`src/rtl/core_pkg.sv`:
```
`default_nettype none
// ============================================================================
// Module      : core_pkg
// Description : Shared types for the core memory subsystem: arbiter state,
//               arbiter ownership and the memory request record.
// Revision    : 1.0 - initial release
// ============================================================================
package core_pkg;

    // Reference widths of the core memory port
    localparam int MEM_ADDR_W = 32;
    localparam int MEM_DATA_W = 32;

    typedef enum logic [1:0] {
        IDLE     = 2'd0,
        REQ      = 2'd1,
        WAIT_RSP = 2'd2
    } arb_state_t;

    typedef enum logic {
        OWN_IFU = 1'b0,
        OWN_LSU = 1'b1
    } arb_owner_t;

    typedef struct packed {
        logic [MEM_ADDR_W-1:0]   addr;
        logic                    wen;
        logic [MEM_DATA_W-1:0]   wdata;
        logic [MEM_DATA_W/8-1:0] wmask;
    } mem_req_t;

endpackage
`default_nettype wire

```
`src/rtl/mem_arb_pick.sv`:
```
`default_nettype none
// ============================================================================
// Module      : mem_arb_pick
// Description : Combinational winner selection between IFU and LSU. LSU has
//               fixed priority unless the IFU has been starved, in which case
//               a contested arbitration goes to the IFU.
// Revision    : 1.0 - initial release
// ============================================================================
module mem_arb_pick (
    input  logic i_ifu_valid,
    input  logic i_lsu_valid,
    input  logic i_starved,
    output logic o_grant_ifu,
    output logic o_grant_lsu
);

    // LSU wins unless the IFU is both requesting and starved; IFU takes the rest
    always_comb begin
        o_grant_lsu = i_lsu_valid && !(i_ifu_valid && i_starved);
        o_grant_ifu = i_ifu_valid && !o_grant_lsu;
    end

endmodule
`default_nettype wire

```
`src/rtl/mem_arbiter.sv`:
```
`default_nettype none
// ============================================================================
// Module      : mem_arbiter
// Description : Shares one handshaked memory port between instruction fetch
//               and load/store. One transaction outstanding at a time; the
//               response is routed back to the master that issued it.
// Revision    : 1.0 - initial release
// ============================================================================
module mem_arbiter
    import core_pkg::*;
#(
    parameter int ADDR_W       = 32,
    parameter int DATA_W       = 32,
    parameter int STARVE_LIMIT = 4
) (
    input  logic                clk,
    input  logic                rst,
    input  logic                ifu_req_valid,
    output logic                ifu_req_ready,
    input  logic [ADDR_W-1:0]   ifu_req_addr,
    output logic                ifu_rsp_valid,
    output logic [DATA_W-1:0]   ifu_rsp_data,
    input  logic                lsu_req_valid,
    output logic                lsu_req_ready,
    input  logic [ADDR_W-1:0]   lsu_req_addr,
    input  logic                lsu_req_wen,
    input  logic [DATA_W-1:0]   lsu_req_wdata,
    input  logic [DATA_W/8-1:0] lsu_req_wmask,
    output logic                lsu_rsp_valid,
    output logic [DATA_W-1:0]   lsu_rsp_data,
    output logic                mem_req_valid,
    input  logic                mem_req_ready,
    output logic [ADDR_W-1:0]   mem_req_addr,
    output logic                mem_req_wen,
    output logic [DATA_W-1:0]   mem_req_wdata,
    output logic [DATA_W/8-1:0] mem_req_wmask,
    input  logic                mem_rsp_valid,
    input  logic [DATA_W-1:0]   mem_rsp_data,
    output logic                err
);

    localparam int                 c_MASK_W  = DATA_W / 8;
    localparam int                 c_CNT_W   = $clog2(STARVE_LIMIT + 1);
    localparam logic [c_CNT_W-1:0] c_CNT_MAX = c_CNT_W'(STARVE_LIMIT);

    arb_state_t            r_state;
    arb_owner_t            r_owner;
    logic [c_CNT_W-1:0]    r_starve_cnt;
    logic                  r_err;
    logic                  r_mem_req_valid;
    logic [ADDR_W-1:0]     r_mem_req_addr;
    logic                  r_mem_req_wen;
    logic [DATA_W-1:0]     r_mem_req_wdata;
    logic [c_MASK_W-1:0]   r_mem_req_wmask;

    logic                  w_idle;
    logic                  w_starved;
    logic                  w_grant_ifu;
    logic                  w_grant_lsu;
    logic                  w_rsp_hit;

    assign w_idle    = (r_state == IDLE);
    assign w_starved = (r_starve_cnt == c_CNT_MAX);

    mem_arb_pick u_pick (
        .i_ifu_valid (ifu_req_valid),
        .i_lsu_valid (lsu_req_valid),
        .i_starved   (w_starved),
        .o_grant_ifu (w_grant_ifu),
        .o_grant_lsu (w_grant_lsu)
    );

    // Master handshakes: ready only while idle, response only to the owner
    always_comb begin
        ifu_req_ready = w_idle && w_grant_ifu;
        lsu_req_ready = w_idle && w_grant_lsu;
        w_rsp_hit     = (r_state == WAIT_RSP) && mem_rsp_valid;
        ifu_rsp_valid = w_rsp_hit && (r_owner == OWN_IFU);
        lsu_rsp_valid = w_rsp_hit && (r_owner == OWN_LSU);
        ifu_rsp_data  = ifu_rsp_valid ? mem_rsp_data : '0;
        lsu_rsp_data  = lsu_rsp_valid ? mem_rsp_data : '0;
    end

    assign mem_req_valid = r_mem_req_valid;
    assign mem_req_addr  = r_mem_req_addr;
    assign mem_req_wen   = r_mem_req_wen;
    assign mem_req_wdata = r_mem_req_wdata;
    assign mem_req_wmask = r_mem_req_wmask;
    assign err           = r_err;

    // Transaction FSM with registered memory request and starvation tracking
    always_ff @(posedge clk) begin
        if (rst) begin
            r_state         <= IDLE;
            r_owner         <= OWN_IFU;
            r_starve_cnt    <= '0;
            r_err           <= 1'b0;
            r_mem_req_valid <= 1'b0;
            r_mem_req_addr  <= '0;
            r_mem_req_wen   <= 1'b0;
            r_mem_req_wdata <= '0;
            r_mem_req_wmask <= '0;
        end else begin
            // A response outside WAIT_RSP (including the REQ accept cycle) is a protocol error
            if (mem_rsp_valid && (r_state != WAIT_RSP)) begin
                r_err <= 1'b1;
            end
            case (r_state)
                IDLE: begin
                    if (w_grant_lsu) begin
                        r_state         <= REQ;
                        r_owner         <= OWN_LSU;
                        r_mem_req_valid <= 1'b1;
                        r_mem_req_addr  <= lsu_req_addr;
                        r_mem_req_wen   <= lsu_req_wen;
                        r_mem_req_wdata <= lsu_req_wdata;
                        r_mem_req_wmask <= lsu_req_wmask;
                        // Only a contested LSU win counts towards IFU starvation
                        if (ifu_req_valid && !w_starved) begin
                            r_starve_cnt <= r_starve_cnt + c_CNT_W'(1);
                        end
                    end else if (w_grant_ifu) begin
                        r_state         <= REQ;
                        r_owner         <= OWN_IFU;
                        r_mem_req_valid <= 1'b1;
                        r_mem_req_addr  <= ifu_req_addr;
                        r_mem_req_wen   <= 1'b0;
                        r_mem_req_wdata <= '0;
                        r_mem_req_wmask <= '0;
                        r_starve_cnt    <= '0;
                    end
                end
                REQ: begin
                    if (mem_req_ready) begin
                        r_state         <= WAIT_RSP;
                        r_mem_req_valid <= 1'b0;
                    end
                end
                WAIT_RSP: begin
                    if (mem_rsp_valid) begin
                        r_state <= IDLE;
                    end
                end
                default: begin
                    r_state <= IDLE;
                end
            endcase
        end
    end

endmodule
`default_nettype wire

```
`config.mk`:
```
export PLATFORM = sky130hd
export DESIGN_NAME = mem_arbiter
export DESIGN_NICKNAME = d
export VERILOG_FILES = /design/src/rtl/core_pkg.sv /design/src/rtl/mem_arb_pick.sv /design/src/rtl/mem_arbiter.sv
export SDC_FILE = /design/constraint.sdc
export NUM_CORES = 1
export LEC_CHECK = 0
export BUFFER_PORTS_ARGS = -buffer_cell sky130_fd_sc_hd__buf_2
export CAP_MARGIN = 20
export CELL_PAD_IN_SITES_DETAIL_PLACEMENT = 2
export CELL_PAD_IN_SITES_GLOBAL_PLACEMENT = 2
export CORE_MARGIN = 5
export CORE_UTILIZATION = 19
export CTS_CLUSTER_SIZE = 14
export DETAILED_ROUTE_END_ITERATION = 16
export PLACE_DENSITY = 0.8
export RECOVER_POWER = 100
export REMOVE_ABC_BUFFERS = 1
export SLEW_MARGIN = 25
export SYNTH_ARGS = -nofsm -noshare
export SYNTH_HDL_FRONTEND = slang
export SYNTH_HIERARCHICAL = 1
export SYNTH_SLANG_ARGS = --single-unit
export TNS_END_PERCENT = 20
```
`constraint.sdc`:
```
create_clock -name clk -period 1.7 [get_ports clk]
set_input_delay 0.17 -clock clk [delete_from_list [all_inputs] [get_ports clk]]
set_output_delay 0.17 -clock clk [all_outputs]
set_load 0.01 [all_outputs]
```
==> results of run 1 <==
[area by class of cell]
type / count / area, sq um
fill: 2274 / 13100
multi-input combinational: 313 / 2670
timing repair buffer: 341 / 2270
sequential: 77 / 1540
tap: 270 / 338
clock buffer: 11 / 253
clock inverter: 5 / 35.0
inverter: 4 / 17.5
antenna: 3 / 7.51
[Yosys cell counts]
library cell | number | area (sq um)
nand2_1 | 39 | 146
nand4_1 | 1 | 6.26
a211oi_1 | 4 | 30.0
and3_1 | 1 | 6.26
nor2_2 | 1 | 6.26
a21boi_1 | 2 | 15.0
o21ai_0 | 34 | 170
o21ai_1 | 7 | 35.0
nand3b_1 | 1 | 7.51
a21boi_0 | 1 | 7.51
nand2b_2 | 1 | 8.76
and2_1 | 65 | 407
or2_2 | 1 | 6.26
a211oi_2 | 30 | 375
clkbuf_1 | 13 | 48.8
nor2_8 | 1 | 20.0
or2_1 | 1 | 6.26
inv_1 | 4 | 15.0
nand4b_1 | 1 | 8.76
clkbuf_2 | 1 | 5.00
dfxtp_1 | 77 | 1540
nor2_1 | 3 | 11.3
or3b_2 | 2 | 17.5
mux2i_1 | 32 | 320
nor2_4 | 1 | 11.3
buf_2 | 17 | 85.1
and4b_1 | 1 | 10.0
o31ai_1 | 1 | 7.51
ha_1 | 2 | 25.0
buf_4 | 1 | 7.51
nor2b_1 | 2 | 12.5
a21bo_2 | 1 | 10.0
buf_6 | 9 | 101
nor3b_4 | 2 | 37.5
a21oi_1 | 74 | 370
[metrics by stage]
stage | worst slack, ps | utilization (%) | cells | TNS, ps | instance area (sq um)
final | -308 | 35.3 | 1024 | -20480 | 7140
after global routing | -357 | 35.3 | 1024 | -31440 | 7140
after CTS | -276 | 32.9 | 1003 | -11390 | 6670
after detailed placement | -434 | 28.3 | 966 | -19390 | 5740
after global placement | -314 | 28.3 | 966 | -13550 | 5740
after floorplan | -3080 | - | 393 | -218800 | 3650
[state kept, by name, indices dropped and copies added (netlist names)]
name           flops
r_starve_cnt       3
mem_req_valid      1
mem_req_wdata     32
err                1
mem_req_wmask      4
mem_req_addr      32
r_owner            1
mem_req_wen        1
r_state            2
[critical path, cell delays in order (launching register included)]
cell and delay [ps]:
dfxtp_2 330, inv_2 80, ha_4 140, and2_4 180, inv_4 40, a21boi_4 140
or3b_4 420, inv_2 60, buf_6 90
[per-layer routing]
metal,part of all wire (%),wire length (um)
met5,0.062,13
met1,39,8180
met2,53,11200
met3,5.4,1140
met4,2.7,579
[power groups by stage]
stage | clock [mW] | combinational [mW] | sequential [mW]
after detailed placement | 0 | 1.23 | 2.08
after global routing | 2.02 | 1.83 | 2.09
final | 1.91 | 1.71 | 2.08
after CTS | 1.97 | 1.51 | 2.06
after floorplan | 0 | 0.487 | 2.15
after global placement | 0 | 1.21 | 2.08
[cells by family after synthesis]
group,after synthesis
adders and majority gates,2
muxes,32
AOI/OAI and AO/OA,154
buffers and inverters,45
DFF,77
and+or+nand+nor,124
[how the worst max path moves through the flow]
stage	from	endpoint	cells past startpoint
final	r_starve_cnt[0]$_SDFFE_PP0P_	ifu_req_ready	8
after global routing	r_starve_cnt[1]$_SDFFE_PP0P_	ifu_req_ready	8
after CTS	r_starve_cnt[1]$_SDFFE_PP0P_	ifu_req_ready	8
after detailed placement	r_starve_cnt[1]$_SDFFE_PP0P_	mem_req_addr[2]$_SDFFE_PP0P_	8
after global placement	r_starve_cnt[0]$_SDFFE_PP0P_	mem_req_addr[2]$_SDFFE_PP0P_	8
after floorplan	r_starve_cnt[0]$_SDFFE_PP0P_	r_starve_cnt[2]$_SDFFE_PP0P_	7
[what timing repair did]
action	CTS	global route
setup endpoints to repair	142	142
hold buffers	0	0
resized for setup	95	97
buffers inserted	16	13
gates cloned	5	7
pin swaps	37	52
hold endpoints to repair	0	0
==> impl_results.md, run 1 <==
* Status: complete, but fails checks
* Failing checks: negative setup slack
* Critical Path Start Type: register
* CTS tree: done
* Aggregate routed wire length at 21100 um
* Drt drc at 0
* Initial DRT Pass Iterations at 4
* Sw power at 1.86 mW
* Hold path start: lsu_req_wdata[15]
* Net count, final at 887
* Met1 Track Usage GR at 17.4%
* Reg-to-reg slack, setup at -290 ps
* Initial antenna violation count at 4
* Reg clk slew, reported paths at 60 ps
* Seq pwr share at 36.5%
* WHS at 68.0 ps
* Data arrival time of the worst path at 1840 ps
* Clk buf depth at 2
* Ports at 278
* Routability congestion estimate from global placement at 0.876
* Fmax at 498 MHz
* Vias at 4583
* Pwr per Cell Area at 798 nW/um^2
* FF-to-FF path depth at 12
* Starting density of the core at 19.3%
* GR Util met2 at 29.2%
* VDD IR-drop max at 0.452 mV
* Worst reg2reg startpoint: r_starve_cnt[0]$_SDFFE_PP0P_
* Final period util at 118%
* Gate Count Post-Synth at 434
* Core area at 20200 sq um
* Vias in the first global route at 4941
* Initial DRC Count at 128
* Main combinational cell family by area after synthesis: compound AO/OA/AOI/OAI gates
* Most frequent cells in the layout: buf_2 (200), dfxtp_1 (75), clkbuf_1 (71)
* Synthesized flop and latch total at 77
* Post-synthesis compound-gate area fraction at 26.2%
* Mean cell area of the mapped netlist at 8.99 sq um
* Leak at 3.07 nW
* Die Span Y at 153 um
* FF-to-FF End: mem_req_addr[8]$_SDFFE_PP0P_
* Die Wd at 153 um
* Die ar. at 23500 sq um
* RSZ-0062 raised after global routing: yes
* Commonest non-fill, non-tap cell in the layout: buf_2
* Post-synthesis simple-gate area fraction at 18.7%
* H-tree depth at 3
* GR peak layer: met2
* Sequential share of the synthesized area at 39.5%
* Largest net degree at the start of global routing at 42
* Kind of critical path: reg -> out
* Number of CTS-inserted buffers at 9
* Global-route wire length before repair at 29100 um
* CTS root buf: clkbuf_16
* Post-Synth XOR/XNOR Area at 0%
* Minimum clock period at 2010 ps
* WHS Endpoint: mem_req_wdata[15]$_SDFFE_PP0P_
* Hold WC Path Type: in -> reg
* Worst slew margin at 64.2%
* Fin. max-slew vios at 0
* Int Pwr at 3.84 mW
* Later-pin clock latency in the skew report at 350 ps
* Grt ovf at 0
* Worst EP required at 1530 ps
* Netlist cell types at 35
* Power share of the clock group at 33.5%
* Hold Vio Cnt, Final at 0
* Mux contribution to synthesized area at 8.21%
* Mapped cell area at 3900 sq um
* Layout cell share with drive strength beyond 1 at 56.6%
* Comb power frac at 30.1%
* Adder-cell share of the synthesized area at 0.642%
* Total track usage at 15.7%
* # rows at 52
* PnR worst setup slack at -308 ps
* Sink Count at 77
* M3 GR Usage at 3.53%
* Area Overhead vs Synth at 83.0%
* Sw Ratio at 32.6%
* Number of port buffers at 277
* Nature of the critical path endpoint: output port
* Hold path cells at 3
* Power, Total at 5.70 mW
* Worst Path Max Fanout at 2
* Worst-Margin Slew at 532 ps
* Final ANT Viol Nets at 0
* DR vias/cell at 4.48
* Max-cap violation count at 0
* Hpwl dp at 13100 um
* Final setup violation count at 141
* Clk_skew at 12.8 ps
* Routed len/inst at 20.6 um
* Yosys warning total at 6
(Power assumes the default switching activity.)
==> inputs of run 2 (changes only) <==
--- a/config.mk
+++ b/config.mk
@@ -16,6 +16,7 @@
 export PLACE_DENSITY = 0.8
 export RECOVER_POWER = 100
 export REMOVE_ABC_BUFFERS = 1
+export SKIP_CTS_REPAIR_TIMING = 1
 export SLEW_MARGIN = 25
 export SYNTH_ARGS = -nofsm -noshare
 export SYNTH_HDL_FRONTEND = slang
==> run 2 against run 1 <==
Compared with the run above: routed wire length is 10% lower; the run still ends with negative setup slack left; critical path type unchanged; final cell count is 2.2% lower; sequential share of layout area is 1.7 points higher; via count is 2.8% lower; utilization is 2.5 points lower; cell area is 7.1% lower; largest power group unchanged.
==> impl_results.md, run 2 (synthesis gave the netlist of run 1 again) <==
* Worst slew margin at 62.7% (-1.5 points)
* Aggregate routed wire length at 18900 um (-10%)
* Fin. max-slew vios at 0 (unchanged)
* DR vias/cell at 4.45 (-0.58%)
* Failing checks: negative setup slack
* Vias at 4454 (-2.8%)
* Commonest non-fill, non-tap cell in the layout: buf_2
* Core area at 20200 sq um (unchanged)
* Worst EP required at 1530 ps (about the same)
* Initial antenna violation count at 2 (-2)
* Routed len/inst at 18.9 um (-8.2%)
* Most frequent cells in the layout: buf_2 (201), dfxtp_1 (74), clkbuf_1 (71)
* Die Wd at 153 um (unchanged)
* Drt drc at 0 (unchanged)
* Grt ovf at 0 (unchanged)
* Vias in the first global route at 4647 (-6.0%)
* Max stage delay on crit path at 420 ps (about the same)
* Layout cell share with drive strength beyond 1 at 51.5% (-5.1 points)
* Fmax at 491 MHz (-1.4%)
* Data arrival time of the worst path at 1870 ps (+30 ps)
* Worst reg2reg startpoint: r_starve_cnt[1]$_SDFFE_PP0P_
* FF-to-FF End: r_starve_cnt[1]$_SDFFE_PP0P_
* Number of CTS-inserted buffers at 9 (unchanged)
* Fin cells at 1001 (-2.2%)
* Most used cell, CP: inv_2
* Hold WC Path Type: in -> reg
* Worst-Margin Slew at 554 ps (+21.9 ps)
* RSZ-0062 raised after global routing: yes
* Slowest cell on crit path: or3b_4
* Placed Cells at 966 (unchanged)
* Clk buf depth at 2 (unchanged)
* Reg-to-reg slack, setup at -220 ps (+70 ps)
* Hpwl dp at 13100 um (unchanged)
* Initial DRT Pass Iterations at 4 (unchanged)
* H-tree depth at 3 (unchanged)
* Hold path start: lsu_req_wdata[11]
* Final setup violation count at 141 (unchanged)
* Cells along the critical path: inv_2 > ha_4 > and2_4 > inv_4 > a21boi_4 > or3b_4 > inv_2 > buf_6
* Max-cap violation count at 0 (unchanged)
* VDD IR-drop max at 0.454 mV (+0.47%)
* Largest net degree at the start of global routing at 42 (unchanged)
* Final ANT Viol Nets at 0 (unchanged)
* Later-pin clock latency in the skew report at 340 ps (about the same)
* Leak at 2.87 nW (-6.5%)
* Worst Path Max Fanout at 3 (+1)
* FF-to-FF path depth at 9 (-3)
* WHS Endpoint: mem_req_wdata[11]$_SDFFE_PP0P_
* Pre-CTS setup slack at -434 ps (unchanged)
* Global-route wire length before repair at 26100 um (-10%)
* Routability congestion estimate from global placement at 0.876 (unchanged)
* CTS tree: done
* PnR worst setup slack at -336 ps (-28.0 ps)
* Critical Path Start Type: register
* Net count, final at 866 (-2.4%)
* Reg clk slew, reported paths at 70 ps (about the same)
* WHS at 62.8 ps (-5.24 ps)
* Clk_skew at 7.29 ps (-5.55 ps)
* Ports at 278 (unchanged)
* # rows at 52 (unchanged)
* Number of port buffers at 277 (unchanged)
* Final Core Density at 32.7% (-2.5 points)
* Die Span Y at 153 um (unchanged)
* Hold Vio Cnt, Final at 0 (unchanged)
* CTS root buf: clkbuf_16
* Final period util at 120% (+1.6 points)
* Top delay family on crit path: simple AND/OR/NAND/NOR gates
* Kind of critical path: reg -> out
* Sink Count at 77 (unchanged)
* Crit path buffers/inverters at 4 (unchanged)
* Area Overhead vs Synth at 69.9%
* Minimum clock period at 2040 ps (+28.0 ps)
* Hold path cells at 3 (unchanged)
* Status: complete, but fails checks
* Die ar. at 23500 sq um (unchanged)
* Pwr per Cell Area at 818 nW/um^2 (+2.5%)
* Initial DRC Count at 126 (-1.6%)
* Nature of the critical path endpoint: output port
* Starting density of the core at 19.3% (unchanged)
* Total track usage at 13.8% (-1.8 points)
* Critical path startpoint: r_starve_cnt[1]$_SDFFE_PP0P_
[run 2: changes by cell type in the layout (fill, tap and decap cells not counted), sizes merged]
cell	previous run	this run
diode	3	1
buf	265	244
[run 2: worst max path at each step]
stage | end | slack [ps] | cells after the start
finish | ifu_req_ready | -340 | 8
global route | ifu_req_ready | -390 | 8
CTS | ifu_req_ready | -710 | 8
detailed placement | mem_req_addr[2]$_SDFFE_PP0P_ | -430 | 8
global placement | mem_req_addr[2]$_SDFFE_PP0P_ | -310 | 8
floorplan | r_starve_cnt[2]$_SDFFE_PP0P_ | -3080 | 7
[run 2: per-layer routing]
metal / share of wire, % / track usage (%) / up-vias
li1: - / - / 2103
met1: 39 / 14.9 / 2137
met2: 53 / 25.8 / 181
met3: 5.7 / 2.94 / 31
met4: 2.9 / 6.11 / 2
met5: 0.069 / 0 / -
[run 2: stage by stage]
stage	total power [mW]	setup TNS, ps	instance area [sq um]
6_report	5.42	-14830	6630
5_1_grt	5.69	-25610	6630
4_1_cts	5.25	-32090	6020
3_5_place_dp	3.32	-19390	5740
3_3_place_gp	3.28	-13550	5740
2_1_floorplan	2.64	-218800	3650
[run 2: where the power goes]
group | total [mW] | leakage, nW | switching, mW | internal, mW
clock network | 1.89 | 0.130 | 0.824 | 1.07
logic | 1.47 | 2.10 | 0.796 | 0.670
registers | 2.07 | 0.637 | 0.100 | 1.97
total | 5.42 | 2.87 | 1.72 | 3.70
[run 2: cell type report]
type / count / area, sq um
clock buffers: 11 / 253
inverters: 4 / 17.5
multi-input cells: 313 / 2490
flip-flops and latches: 77 / 1550
diodes: 1 / 2.50
fillers: 2346 / 13600
clock inverters: 5 / 35.0
well taps: 270 / 338
repair buffers: 320 / 1950
[run 2: worst register-to-register path: cells and delay by family, from the launching register on]
family / cells / cell delay [ps]
compound gates: 3 / 440
fa+ha+maj: 1 / 140
buf+inv: 3 / 450
simple gates: 2 / 450
flops: 1 / 330
==> inputs of run 3 (changes only) <==
--- a/config.mk
+++ b/config.mk
@@ -9,6 +9,7 @@
 export CAP_MARGIN = 20
 export CELL_PAD_IN_SITES_DETAIL_PLACEMENT = 2
 export CELL_PAD_IN_SITES_GLOBAL_PLACEMENT = 2
+export CORE_ASPECT_RATIO = 1.5
 export CORE_MARGIN = 5
 export CORE_UTILIZATION = 19
 export CTS_CLUSTER_SIZE = 14
==> run 3 against run 2 <==
Compared with the run above: die area is 0.25% higher; clock power is 3% higher; highest routed layer is now met4; flip-flop and latch count stayed put; register-to-register slack worse by 30 ps; sequential share of layout area is 2.1 points higher; utilization is 2.8 points lower; the run still ends with negative setup slack left.
==> impl_results.md, run 3 (synthesis gave the netlist of run 1 again) <==
* Aggregate routed wire length at 17200 um (-8.9%)
* Leak at 2.77 nW (-3.4%)
* Initial DRC Count at 110 (-13%)
* Slowest cell on crit path: or3b_4
* Routability congestion estimate from global placement at 0.706 (-19%)
* Pre-CTS setup slack at -442 ps (-8.75 ps)
* Initial antenna violation count at 0 (-2)
* Failing checks: negative setup slack
* Fin. max-slew vios at 0 (unchanged)
* Final ANT Viol Nets at 0 (unchanged)
* Clk_skew at 3.39 ps (-3.90 ps)
* Net count, final at 856 (-1.2%)
* Die ar. at 23600 sq um (+0.25%)
* # rows at 64 (+23%)
* Global-route wire length before repair at 25100 um (-3.9%)
* Worst slew margin at 74.2% (+11 points)
* Status: complete, but fails checks
* Hold WC Path Type: in -> reg
* Final period util at 118% (-1.6 points)
* Commonest non-fill, non-tap cell in the layout: buf_2
* Sink Count at 77 (unchanged)
* Fin cells at 981 (-2.0%)
* Most frequent cells in the layout: buf_2 (198), a21oi_1 (74), dfxtp_1 (73)
* Crit path buffers/inverters at 4 (unchanged)
* Ports at 278 (unchanged)
* Final setup violation count at 107 (-24%)
* Pwr per Cell Area at 860 nW/um^2 (+5.1%)
* Data arrival time of the worst path at 1840 ps (-30 ps)
* Core area at 20300 sq um (+0.52%)
* Worst EP required at 1530 ps (about the same)
* Grt ovf at 0 (unchanged)
* CTS root buf: clkbuf_16
* Placed Cells at 959 (-0.72%)
* RSZ-0062 raised after global routing: yes
* Routed len/inst at 17.6 um (-7.1%)
* Later-pin clock latency in the skew report at 340 ps (about the same)
* Clk buf depth at 2 (unchanged)
* Drt drc at 0 (unchanged)
* Vias in the first global route at 4656 (+0.19%)
* ANT cells at 0 (-1)
* Vias at 4276 (-4.0%)
* Minimum clock period at 2010 ps (-27.5 ps)
* Layout cell share with drive strength beyond 1 at 43.4% (-8.1 points)
* Hold Vio Cnt, Final at 0 (unchanged)
* VDD IR-drop max at 0.325 mV (-28%)
* Fmax at 498 MHz (+1.4%)
* # fillers at 2398 (+2.2%)
* DR vias/cell at 4.36 (-2.0%)
* Starting density of the core at 19.2% (-0.10 points)
* Nature of the critical path endpoint: output port
* Critical Path Start Type: register
* Die Wd at 127 um (-17%)
* Largest net degree at the start of global routing at 39 (-7.1%)
* Total track usage at 13.5% (-0.37 points)
* Max stage delay on crit path at 420 ps (about the same)
* Kind of critical path: reg -> out
* Top delay family on crit path: simple AND/OR/NAND/NOR gates
* PnR worst setup slack at -309 ps (+27.5 ps)
* Initial DRT Pass Iterations at 4 (unchanged)
* Hpwl dp at 12800 um (-2.3%)
* Worst Path Max Fanout at 3 (unchanged)
* Most used cell, CP: inv_2
* Number of port buffers at 277 (unchanged)
* Max-cap violation count at 0 (unchanged)
* Reg clk slew, reported paths at 60 ps (about the same)
* H-tree depth at 3 (unchanged)
* Worst-Margin Slew at 387 ps (-167 ps)
* Die Span Y at 185 um (+21%)
* Cells along the critical path: inv_2 > ha_4 > and2_4 > inv_2 > a21boi_4 > or3b_4 > inv_2 > buf_6
* CTS tree: done
* Area Overhead vs Synth at 56.2%
* Number of CTS-inserted buffers at 9 (unchanged)
## run 3: cell count changes in the layout (fill, tap and decap cells not counted), moves of 3 or more
cell,before,now
a21oi_2,33,0
mux2i_2,7,2
mux2i_4,10,0
a21oi_1,37,74
a21oi_4,4,0
clkbuf_16,14,9
mux2i_1,15,30
clkinvlp_4,4,0
buf_2,201,198
buf_4,18,22
buf_12,15,12
## run 3: stage by stage
stage	TNS [ps]	cell area, sq um	hold WS, ps	utilization, %	power [mW]
after global routing	-24300	6090	51.8	29.9	5.53
after global placement	-16020	5700	412	28.0	3.26
final	-10350	6090	61.6	29.9	5.24
after floorplan	-218800	3650	235	-	2.64
after detailed placement	-21480	5700	419	28.0	3.30
after CTS	-30100	5980	42.5	29.4	5.31
## run 3: worst paths after layout
check        slack [ps]                              to  depth (start not counted)                          from
max                -310                   ifu_req_ready                          8  r_starve_cnt[0]$_SDFFE_PP0P_
min                  60   mem_req_wdata[6]$_SDFFE_PP0P_                          3              lsu_req_wdata[6]
max reg2reg        -250  mem_req_wdata[11]$_SDFFE_PP0P_                         10  r_starve_cnt[0]$_SDFFE_PP0P_
min reg2reg         460      mem_req_valid$_SDFFE_PP0P_                          2    mem_req_valid$_SDFFE_PP0P_
## run 3: layout make-up
| type | instances | area (sq um) | share of cell area (%) |
|---|---|---|---|
| clock buffer | 11 | 253 | 4.15 |
| inverter | 4 | 15.0 | 0.247 |
| sequential | 77 | 1550 | 25.4 |
| timing repair buffer | 310 | 1740 | 28.6 |
| clock inverter | 2 | 35.0 | 0.575 |
| multi-input combinational | 313 | 2170 | 35.6 |
| tap | 264 | 330 | 5.42 |
## run 3: tightest hold or removal path, stage by stage
cell and delay, ps:
buf_2 100, nand2_1 40, a21oi_1 50
## run 3: power by group
part	internal (mW)	switching (mW)	total [mW]	leakage [nW]
combinational	0.549	0.695	1.24	1.99
sequential	1.97	0.0862	2.05	0.637
clock	1.19	0.750	1.94	0.143
total	3.71	1.53	5.24	2.77
## run 3: layer usage
layer / vias up / part of all wire [%] / GRT usage, % / wire [um]
met5: - / 0 / 0 / 0
met4: 0 / 2.8 / 5.84 / 486
met3: 27 / 6.1 / 3.47 / 1050
met2: 134 / 55 / 25.1 / 9530
met1: 2040 / 36 / 14.2 / 6170
li1: 2075 / - / - / -
